## src/rtl/mem_access_ctrl.sv

```systemverilog
// MEM-stage load/store controller: turns an EX/MEM memory op into a req/ack
// transaction, captures load data, stalls the pipeline while busy, halts on error.
module mem_access_ctrl #(
  parameter int TIMEOUT = 16,
  parameter int CNT_W   = 5
) (
  input  logic        clk,
  input  logic        reset,
  input  logic        validIn,
  input  logic        memReadIn,
  input  logic        memWriteIn,
  input  logic [31:0] addrIn,
  input  logic [31:0] writeDataIn,
  output logic        memReq,
  output logic        memWe,
  output logic [31:0] memAddr,
  output logic [31:0] memWData,
  input  logic        memAck,
  input  logic [31:0] memRData,
  output logic [31:0] memDataOut,
  output logic        ppWrite,
  output logic        busError
);

  typedef enum logic [1:0] {S_IDLE, S_WAIT, S_DONE, S_ERR} state_t;

  localparam logic [CNT_W-1:0] CNT_LAST = CNT_W'(TIMEOUT - 1);

  state_t             state_q;
  logic               req_q;
  logic               we_q;
  logic [31:0]        addr_q;
  logic [31:0]        wdata_q;
  logic [31:0]        rdata_q;
  logic               err_q;
  logic [CNT_W-1:0]   cnt_q;
  logic               access;

  assign access = validIn & (memReadIn | memWriteIn);

  always_ff @(posedge clk or negedge reset) begin
    if (!reset) begin
      state_q <= S_IDLE;
      req_q   <= 1'b0;
      we_q    <= 1'b0;
      addr_q  <= '0;
      wdata_q <= '0;
      rdata_q <= '0;
      err_q   <= 1'b0;
      cnt_q   <= '0;
    end else begin
      case (state_q)
        S_IDLE: begin
          if (access) begin
            if (addrIn[1:0] == 2'b00) begin
              state_q <= S_WAIT;
              req_q   <= 1'b1;
              we_q    <= memWriteIn;
              addr_q  <= addrIn;
              wdata_q <= writeDataIn;
              cnt_q   <= '0;
            end else begin
              state_q <= S_ERR;
              err_q   <= 1'b1;
            end
          end
        end
        S_WAIT: begin
          // An ack on the final allowed cycle takes priority over the timeout.
          if (memAck) begin
            state_q <= S_DONE;
            req_q   <= 1'b0;
            if (!we_q) rdata_q <= memRData;
          end else if (cnt_q == CNT_LAST) begin
            state_q <= S_ERR;
            req_q   <= 1'b0;
            err_q   <= 1'b1;
          end else begin
            cnt_q <= cnt_q + 1'b1;
          end
        end
        // EX/MEM still holds the finished instruction here, so never re-issue.
        S_DONE:  state_q <= S_IDLE;
        S_ERR:   state_q <= S_ERR;
        default: state_q <= S_IDLE;
      endcase
    end
  end

  always_comb begin
    ppWrite = 1'b1;
    case (state_q)
      S_IDLE:  ppWrite = ~access;
      S_WAIT:  ppWrite = 1'b0;
      S_ERR:   ppWrite = 1'b0;
      default: ppWrite = 1'b1;
    endcase
  end

  assign memReq     = req_q;
  assign memWe      = we_q;
  assign memAddr    = addr_q;
  assign memWData   = wdata_q;
  assign memDataOut = rdata_q;
  assign busError   = err_q;

endmodule
```

## config.mk

```make
export PLATFORM = sky130hd
export DESIGN_NAME = mem_access_ctrl
export DESIGN_NICKNAME = d
export VERILOG_FILES = /design/src/rtl/mem_access_ctrl.sv
export SDC_FILE = /design/constraint.sdc
export NUM_CORES = 1
export LEC_CHECK = 0
export ABC_AREA = 1
export ABC_CLOCK_PERIOD_IN_PS = 1800
export CORE_ASPECT_RATIO = 1.75
export CORE_MARGIN = 2
export CORE_UTILIZATION = 35
export CTS_CLUSTER_SIZE = 14
export DETAILED_ROUTE_END_ITERATION = 6
export HOLD_SLACK_MARGIN = 0.03
export MAX_ROUTING_LAYER = met4
export PLACE_DENSITY = 0.7
export SLEW_MARGIN = 15
export SYNTH_ARGS = -nofsm -noshare
export SYNTH_HDL_FRONTEND = slang
export SYNTH_SLANG_ARGS = --single-unit
```

## constraint.sdc

```tcl
create_clock -name clk -period 1.8 [get_ports clk]
set_clock_uncertainty 0.15 [all_clocks]
set_input_delay 0.54 -clock clk [delete_from_list [all_inputs] [get_ports clk]]
set_output_delay 0.54 -clock clk [all_outputs]
set_load 0.02 [all_outputs]
```

# After elaboration in Yosys (flattened, before gate mapping)
# Cells that the tools add are included.
# word_totals
regBits,106
input_bits,102
output_inout_bits,100
wordCells,55
# classes
add_sub_neg,1
eq_ne,11
muxes,21
bitwise_logic,4
reduce_logical,10
# ops
cell,count
$mux W5,4
$ne A2 B2 Y1 const B,6
$pmux W5 S2,1
$reduce_and A5 Y1,2
$mux W1,8
$mux W2,4
$pmux W2 S4,1
$pmux W1 S2,3
$reduce_and A3 Y1,2
$add A5 B1 Y5 const B,1
$eq A5 B4 Y1 const B,1
$eq A2 B2 Y1 const B,2
$logic_not A2 Y1,2
$reduce_and A4 Y1,1
$ne A3 B3 Y1 const B,1
$eq A2 B1 Y1 const B,1
$not A1 Y1,2
$reduce_and A2 Y1,1
$reduce_bool A2 Y1,1
$reduce_or A2 Y1,1
$and A1 B1 Y1,1
$or A1 B1 Y1,1

# Longest topological paths before layout
# Gate-level depths: netlist of run 1.
# depth
word_depth,4
mapped_depth,9
mapped_depth_nobuf,9

# Least setup slack after synthesis of run 1
# OpenSTA, ideal clock, no wires.
# synth_path
path_type,input-to-output
startpoint,input memWriteIn
endpoint,output ppWrite
t_arrival_ps,1206
required_time_ps,1110
path_slack_ps,-96
cell_stages,3
path_buffers,0
cell_sequence,o21ai_1 > nand2_1 > o21ai_0
# synth_via
elab_chain_cells,4
# synth_lines
element,line_no,rtl
from (decl),11,"input logic memWriteIn,"
$or A1 B1 Y1,39,assign access = validIn & (memReadIn | memWriteIn);
$and A1 B1 Y1,39,
$not A1 Y1,93,S_IDLE: ppWrite = ~access;
$pmux W1 S2,92,case (state_q)
to (decl),21,"output logic ppWrite,"
# No other way between the ends.

# Worst setup path in the final report of run 1
# layout_path
startpoint,input validIn
endpoint,output ppWrite
# layout_via
elab_chain_cells,3
# layout_lines
element,line_no,rtl
from (decl),9,"input logic validIn,"
$and A1 B1 Y1,39,
$not A1 Y1,93,
$pmux W1 S2,92,
# No other way between the ends.

==> results of run 1 <==
## registers in the layout, indices dropped and copies added (netlist names)
name and count:
memWe 1, memAddr 32, busError 1, cnt_q 5, memWData 32, memReq 1
memDataOut 32, state_q 2
## cell usage after synthesis (2+ instances only)
cell,instances
buf_2,12
o21ai_1,23
inv_2,2
dfrtp_1,106
nor2_1,12
buf_6,5
inv_1,43
clkbuf_2,2
nand3_1,11
o21ai_0,13
a21oi_1,4
ha_1,2
nand2_1,243
## cell type report
class / instances / area share
Sequential cell: 106 / 0.391
Clock inverter: 5 / 0.00683
Inverter: 45 / 0.0257
Multi-Input combinational cell: 314 / 0.198
Tap cell: 137 / 0.0253
Clock buffer: 11 / 0.0358
Timing Repair Buffer: 226 / 0.318
## kinds of logic after synthesis
logic type / count (synthesis) / synth area share
adders and majority gates: 2 / 0.00590
AOI/OAI and AO/OA: 40 / 0.0472
and+or+nand+nor: 272 / 0.251
DFF: 106 / 0.626
buffers and inverters: 64 / 0.0697
## metrics by stage
| step | util | power, W | instance area, µm² |
|---|---|---|---|
| 2_1_floorplan | - | 0.00640 | 4240 |
| 3_3_place_gp | 0.548 | 0.00918 | 6540 |
| 3_5_place_dp | 0.548 | 0.00932 | 6540 |
| 4_1_cts | 0.563 | 0.0106 | 6720 |
| 5_1_grt | 0.568 | 0.0112 | 6780 |
| 6_report | 0.568 | 0.0105 | 6780 |
## worst max path at each step
stage,cells after the start,slack (ns),to
detailed placement,5,-1.06,ppWrite
finish,5,-0.10,ppWrite
global placement,5,-1.08,ppWrite
CTS,4,-0.11,ppWrite
floorplan,3,0.02,ppWrite
global route,4,-0.14,ppWrite
## worst max-delay path: stages
cell,delay (ns)
dlygate4sd2_1,0.26
o21ai_4,0.09
nand2_2,0.11
o21ai_4,0.07
buf_6,0.14
## repair_timing
item | in CTS | in global routing
gates resized for setup | 118 | 17
setup buffers | 0 | 3
setup endpoints to repair | 105 | 55
pin swaps | 2 | 6
## power groups by stage
stage	clock, W	combinational, W	sequential, W
3_5_place_dp	0	0.00533	0.00399
5_1_grt	0.00207	0.00512	0.00404
2_1_floorplan	0	0.00122	0.00519
6_report	0.00190	0.00472	0.00391
4_1_cts	0.00197	0.00469	0.00392
3_3_place_gp	0	0.00525	0.00393
## metal layers
layer	up-vias	wire (µm)
met5	-	0
met4	0	360
met3	26	567
met2	142	6220
met1	1715	4420
li1	1898	-
==> impl_metrics.json, run 1 <==
{
  "clock-sinks": 106,
  "synthCells": 484,
  "tightest_slew_ns": 0.295,
  "syn2layout_area_growth_pct": 59.9,
  "cts-root-buf": "clkbuf_16",
  "hold_violations": 0,
  "initial_core_util": 0.355,
  "cts_buffers": 9,
  "gr-max-usage-layer": "met2",
  "antennaDiodeCount": 0,
  "drv_cap": 0,
  "slew_viol_final": 0,
  "p_sw_w": 0.00423,
  "grt_overflow": 0,
  "rr_startpoint": "state_q[0]$_DFFE_PN0P_",
  "antenna_left": 0,
  "drive_gt1_frac": 0.0835,
  "report.final.setup_viol": 1,
  "p_int_w": 0.00630,
  "coreArea_um2": 11900,
  "p_comb_frac": 0.448,
  "detailroute.via_count": 3781,
  "grtUsageMet3": 0.0314,
  "r2r_slack_ns": 0.09,
  "startpoint_type": "input port",
  "synth_top_area_share": 0.626,
  "yosysTopAreaCell": "dfrtp_1",
  "layout.nets": 806,
  "rr_endpoint": "memAddr[25]$_DFFE_PN0P_",
  "synthesis.nets": 588,
  "synth-edff-count": 0,
  "vias_per_cell": 4.48,
  "layout_commonest_cell": "nand2_1",
  "period_needed_ns": 1.90,
  "reg2reg_depth": 8,
  "power.leakage_nw": 3.68,
  "drcViolationCount": 0,
  "fin_ws_ns": -0.100,
  "ctsHtreeMaxLevel": 3,
  "stdcell_count": 844,
  "dp.cells": 825,
  "worstPathArrival_ns": 1.21,
  "synth-main-ff-cell": "dfrtp_1",
  "avgSynthCellArea_um2": 8.76,
  "critPathLaunch": "validIn",
  "grt_util_met2": 0.321,
  "ir_drop_uv": 761,
  "yosys-top-cells-area": "dfrtp_1 (63%), nand2_1 (22%), inv_1 (3.8%), o21ai_1 (2.7%), o21ai_0 (1.5%)",
  "pin_count": 202,
  "dp_slack_ns": -1.06,
  "fin_crit_sh": 1.06,
  "die_y_um": 150,
  "die_w_um": 87.2,
  "pwr-share-clk": 0.181,
  "final_cell_mix": "nand2_1 (241), dfrtp_1 (106), clkdlybuf4s50_1 (97)",
  "cts_buffer_depth": 2,
  "postCtsHoldBufs": 0,
  "switching_share": 0.401,
  "wl_per_cell_um": 13.7,
  "fmax_mhz": 526,
  "end_kind": "output port",
  "synth_area_um2": 4240,
  "cts_tree": "done",
  "path_class": "input port to output port",
  "gp_congestion": 0.785,
  "setup_tns_ns": -0.100,
  "yosys_warnings": 0,
  "dr.pass1.iters": 4,
  "drt_wl_total_mm": 11.6,
  "fillers": 1105,
  "grt_util_met1": 0.201,
  "seq_area_frac_synth": 0.626,
  "critical_path.max_fanout": 2,
  "seqPwrFrac": 0.371,
  "worstHoldPathType": "input port to asynchronous set/reset pin",
  "whs_ns": 0.0429,
  "dp_hpwl_mm": 8.82,
  "dieArea_um2": 13000,
  "async_flop_share": 1.00,
  "grt_pass1_vias": 3788,
  "rsz0062_at_grt": "true",
  "p_per_area_nw_per_um2": 1550,
  "status": "finished, violations left",
  "fp-row-count": 53,
  "multi_input_area_um2": 1340,
  "numPortBuffers": 201,
  "slew_headroom": 0.803,
  "clk_pin_slew_ns": 0.08,
  "antenna_found_initial": 0,
  "grt_pass1_wl_mm": 18.2,
  "violations": "setup timing",
  "drtIter0Drc": 115,
  "grt_max_degree": 55,
  "area.sequential_um2": 2650,
  "track_usage": 0.183,
  "ys_types": 19,
  "clk_latency_ns": 0.33,
  "yosys_register_bits": 106,
  "critical_path_required_ns": 1.11
}
No activity file was read; power rests on OpenSTA's default activity.
==> inputs of run 2 (changes only) <==
Settings changed: CORE_MARGIN 2 to 3.
==> impl_metrics.json, run 2 (synthesis gave the netlist of run 1 again) <==
{
  "min_delay_worst_endpoint": "memAddr[3]$_DFFE_PN0P_",
  "hold_violations": 0,
  "die_y_um": 152,
  "gp_congestion": 0.790,
  "cts-root-buf": "clkbuf_16",
  "drtIter0Drc": 122,
  "fillers": 1069,
  "fin_crit_sh": 1.06,
  "track_usage": 0.181,
  "wl_per_cell_um": 14.4,
  "layout_commonest_cell": "nand2_1",
  "worstHoldPathType": "flop to flop",
  "worstHoldStart": "memAddr[3]$_DFFE_PN0P_",
  "slew_viol_final": 0,
  "critical_path.max_fanout": 2,
  "initial_core_util": 0.362,
  "pin_count": 202,
  "reg2reg_depth": 8,
  "p_per_area_nw_per_um2": 1550,
  "antennaDiodeCount": 0,
  "cts_tree": "done",
  "startpoint_type": "input port",
  "numPortBuffers": 201,
  "antenna_left": 0,
  "r2r_slack_ns": 0.08,
  "grt_max_degree": 65,
  "clk_pin_slew_ns": 0.07,
  "p_int_w": 0.00637,
  "ir_drop_uv": 767,
  "p_comb_frac": 0.444,
  "clock-sinks": 106,
  "cts_buffers": 9,
  "seqPwrFrac": 0.370,
  "critical_path_required_ns": 1.11,
  "fp-row-count": 52,
  "antenna_found_initial": 0,
  "clk_latency_ns": 0.33,
  "die_w_um": 89.2,
  "pwr-share-clk": 0.186,
  "drv_cap": 0,
  "drcViolationCount": 0,
  "drive_gt1_frac": 0.0836,
  "report.final.setup_viol": 1,
  "grt_overflow": 0,
  "grt_pass1_vias": 3761,
  "dr.pass1.iters": 5,
  "violations": "setup timing",
  "area.sequential_um2": 2650,
  "switching_share": 0.397,
  "p_sw_w": 0.00420,
  "slew_headroom": 0.801,
  "rsz0062_at_grt": "true",
  "period_needed_ns": 1.90,
  "dieArea_um2": 13500,
  "status": "finished, violations left",
  "cts_buffer_depth": 2,
  "setup_tns_ns": -0.101,
  "fin_ws_ns": -0.101,
  "rr_endpoint": "busError$_DFFE_PN0P_",
  "rr_startpoint": "cnt_q[1]$_DFFE_PN0P_",
  "path_class": "input port to output port",
  "min_path_cells": 2,
  "coreArea_um2": 11700,
  "worstPathArrival_ns": 1.21,
  "detailroute.via_count": 3806,
  "fmax_mhz": 526,
  "layout.nets": 805,
  "end_kind": "output port",
  "tightest_slew_ns": 0.297,
  "vias_per_cell": 4.53,
  "power.leakage_nw": 3.69,
  "ctsHtreeMaxLevel": 3,
  "multi_input_area_um2": 1350,
  "dp_hpwl_mm": 9.23,
  "syn2layout_area_growth_pct": 60.7,
  "final_cell_mix": "nand2_1 (241), dfrtp_1 (106), clkdlybuf4s50_1 (97), dlygate4sd2_1 (97), inv_1 (43)",
  "grt_pass1_wl_mm": 18.2,
  "power_w": 0.0106,
  "drt_wl_total_mm": 12.1
}
run 2: metal layers:
| layer | vias to the layer above | global-route usage | routed length [µm] |
|---|---|---|---|
| li1 | 1895 | - | - |
| met1 | 1737 | 0.194 | 4450 |
| met2 | 149 | 0.314 | 6540 |
| met3 | 25 | 0.0422 | 668 |
| met4 | 0 | 0.0805 | 410 |
| met5 | - | - | 0 |
run 2: power by group through the flow:
stage	logic, W	registers, W	clock network [W]
after CTS	0.00469	0.00392	0.00205
after global placement	0.00523	0.00393	0
after detailed placement	0.00534	0.00399	0
after global routing	0.00511	0.00404	0.00215
after floorplan	0.00122	0.00519	0
final	0.00469	0.00391	0.00197
run 2: worst max-delay path: stages:
cell             delay (ns)
clkdlybuf4s15_1        0.20
o21ai_4                0.16
nand2_2                0.10
o21ai_4                0.07
buf_6                  0.14
run 2: how the worst max path moves through the flow:
stage,from,endpoint,slack (ns),cells past startpoint
floorplan,memWriteIn,ppWrite,0.02,3
global placement,memWriteIn,ppWrite,-1.08,5
detailed placement,memWriteIn,ppWrite,-1.08,5
CTS,memReadIn,ppWrite,-0.18,5
global route,state_q[1]$_DFFE_PN0P_,ppWrite,-0.15,4
finish,memReadIn,ppWrite,-0.10,5
run 2: final cells by class:
cell class / count / share of cell area
clock buffer: 11 / 0.0356
clock inverter: 5 / 0.00937
inverter: 45 / 0.0252
multi-input combinational: 314 / 0.199
sequential: 106 / 0.389
tap: 135 / 0.0248
timing repair buffer: 225 / 0.317
run 2: stage by stage:
stage	utilization	worst slack [ns]	cells	hold WS, ns	instance area (µm²)
after floorplan	-	0.0221	484	0.0944	4240
after global placement	0.556	-1.08	819	0.298	6510
after detailed placement	0.556	-1.08	819	0.303	6510
after CTS	0.575	-0.184	838	0.318	6730
after global routing	0.582	-0.154	841	0.335	6810
final	0.582	-0.101	841	0.318	6810
run 2: repair_timing:
item,4_1_cts,5_1_grt
setup buffers,2,4
setup endpoints to repair,167,71
endpoints found under the hold margin,17,0
gates resized for setup,111,20
hold buffers,1,0
pin swaps,2,10
==> inputs of run 3 (changes only) <==
Settings changed: CORE_MARGIN 3 to not set, SKIP_CTS_REPAIR_TIMING set to 1.
==> impl_metrics.json, run 3 (synthesis gave the netlist of run 1 again) <==
{
  "grt_pass1_vias": 3853,
  "grt_pass1_wl_mm": 18.5,
  "clk_latency_ns": 0.33,
  "drv_cap": 0,
  "end_kind": "output port",
  "seqPwrFrac": 0.355,
  "rsz0062_at_grt": "true",
  "fp-row-count": 52,
  "final_cell_mix": "nand2_1 (222), dfrtp_1 (105), dlymetal6s2s_1 (102)",
  "worst_path_largest_cell_delay_ns": 0.41,
  "dp_hpwl_mm": 8.66,
  "stdcell_count": 849,
  "ir_drop_uv": 735,
  "dr.pass1.iters": 4,
  "antenna_left": 0,
  "hold_violations": 0,
  "violations": "setup timing",
  "fmax_mhz": 531,
  "die_y_um": 148,
  "pin_count": 202,
  "period_needed_ns": 1.88,
  "grt_max_degree": 65,
  "clock-sinks": 106,
  "startpoint_type": "flop",
  "dp.cells": 817,
  "report.final.setup_viol": 1,
  "cp_num_buf_inv": 2,
  "grt_overflow": 0,
  "crit_slowest_cell": "dfrtp_1",
  "drive_gt1_frac": 0.116,
  "path_class": "flop to output port",
  "coreArea_um2": 11700,
  "fin_crit_sh": 1.05,
  "final_util": 0.640,
  "cts-root-buf": "clkbuf_16",
  "fin_ws_ns": -0.0816,
  "critPathTopFamily": "flip-flops",
  "detailroute.via_count": 3953,
  "layout_commonest_cell": "nand2_1",
  "slew_headroom": 0.798,
  "worstHoldPathType": "flop to flop",
  "pwr-share-clk": 0.161,
  "dieArea_um2": 12600,
  "slew_viol_final": 0,
  "vias_per_cell": 4.66,
  "p_int_w": 0.00685,
  "p_comb_frac": 0.484,
  "cts_buffers": 9,
  "drtIter0Drc": 179,
  "cts_tree": "done",
  "syn2layout_area_growth_pct": 76.9,
  "track_usage": 0.193,
  "gp_congestion": 0.779,
  "cts_buffer_depth": 2,
  "critical_path_required_ns": 1.11,
  "status": "finished, violations left",
  "initial_core_util": 0.362,
  "die_w_um": 85.2,
  "tightest_slew_ns": 0.302,
  "switching_share": 0.388,
  "ctsHtreeMaxLevel": 3,
  "path_cells": "buf_4 -> o21ai_4 -> buf_6",
  "power.leakage_nw": 4.82,
  "numPortBuffers": 201,
  "wl_per_cell_um": 15.5,
  "layout.nets": 813,
  "p_per_area_nw_per_um2": 1490,
  "drt_wl_total_mm": 13.1,
  "worstPathArrival_ns": 1.19,
  "critical_path.max_fanout": 2,
  "drcViolationCount": 0,
  "p_sw_w": 0.00435,
  "antenna_found_initial": 0,
  "antennaDiodeCount": 0,
  "clk_pin_slew_ns": 0.07
}
[run 3: cell types whose count changed in the layout (fill, tap and decap cells not counted), sizes merged]
cell | previous run | this run
dlymetal6s2s | 0 | 102
bufinv | 1 | 0
dlygate4sd2 | 97 | 0
clkinvlp | 1 | 4
inv | 45 | 46
clkinv | 3 | 0
clkbuf | 12 | 19
clkdlybuf4s15 | 4 | 0
[run 3: final cells by class]
| cell class | count | area [µm²] |
|---|---|---|
| timing repair buffer | 233 | 2790 |
| inverter | 45 | 179 |
| multi-input combinational | 314 | 1440 |
| fill | 948 | 4210 |
| tap | 135 | 169 |
| sequential | 106 | 2650 |
| clock buffer | 11 | 233 |
| clock inverter | 5 | 38.8 |
[run 3: path summary, 6_finish.rpt]
path,startpoint,to,slack (ns),depth (start not counted)
max,state_q[0]$_DFFE_PN0P_,ppWrite,-0.08,3
min,busError$_DFFE_PN0P_,busError$_DFFE_PN0P_,0.31,2
max reg2reg,state_q[1]$_DFFE_PN0P_,memWData[20]$_DFFE_PN0P_,0.04,10
min reg2reg,busError$_DFFE_PN0P_,busError$_DFFE_PN0P_,0.31,2
max in group asynchronous,reset,memWData[29]$_DFFE_PN0P_,0.46,3
min in group asynchronous,reset,memDataOut[5]$_DFFE_PN0P_,0.48,2
[run 3: routing by layer]
metal	global-route usage	part of all wire	vias to the layer above
met2	0.348	0.55	165
met1	0.201	0.36	1842
li1	-	-	1913
met5	-	0	-
met3	0.0380	0.056	33
met4	0.0864	0.035	0
[run 3: worst register-to-register path: stages (launching register included)]
cell and delay (ns):
dfrtp_1 0.41, nor2_4 0.13, buf_6 0.12, buf_6 0.09, nand3_4 0.07, nor2_4 0.13
buf_12 0.14, buf_12 0.14, clkbuf_16 0.17, nand2_1 0.06, nand2_1 0.09
[run 3: through the flow]
stage / hold WS (ns) / setup slack (ns) / power [W] / instance area (µm²) / setup TNS (ns)
after global routing: 0.342 / -0.129 / 0.0118 / 7500 / -0.480
after CTS: -0.0747 / -1.10 / 0.0111 / 6770 / -22.54
final: 0.309 / -0.0816 / 0.0112 / 7500 / -0.0816
after detailed placement: 0.295 / -1.10 / 0.00929 / 6490 / -29.65
after floorplan: 0.0944 / 0.0221 / 0.00640 / 4240 / 0
after global placement: 0.290 / -1.07 / 0.00913 / 6490 / -26.38
[run 3: power by group through the flow]
| stage | registers, W | clock network, W | logic, W |
|---|---|---|---|
| 2_1_floorplan | 0.00519 | 0 | 0.00122 |
| 3_3_place_gp | 0.00393 | 0 | 0.00520 |
| 3_5_place_dp | 0.00398 | 0 | 0.00531 |
| 4_1_cts | 0.00396 | 0.00185 | 0.00533 |
| 5_1_grt | 0.00408 | 0.00196 | 0.00580 |
| 6_report | 0.00397 | 0.00180 | 0.00542 |
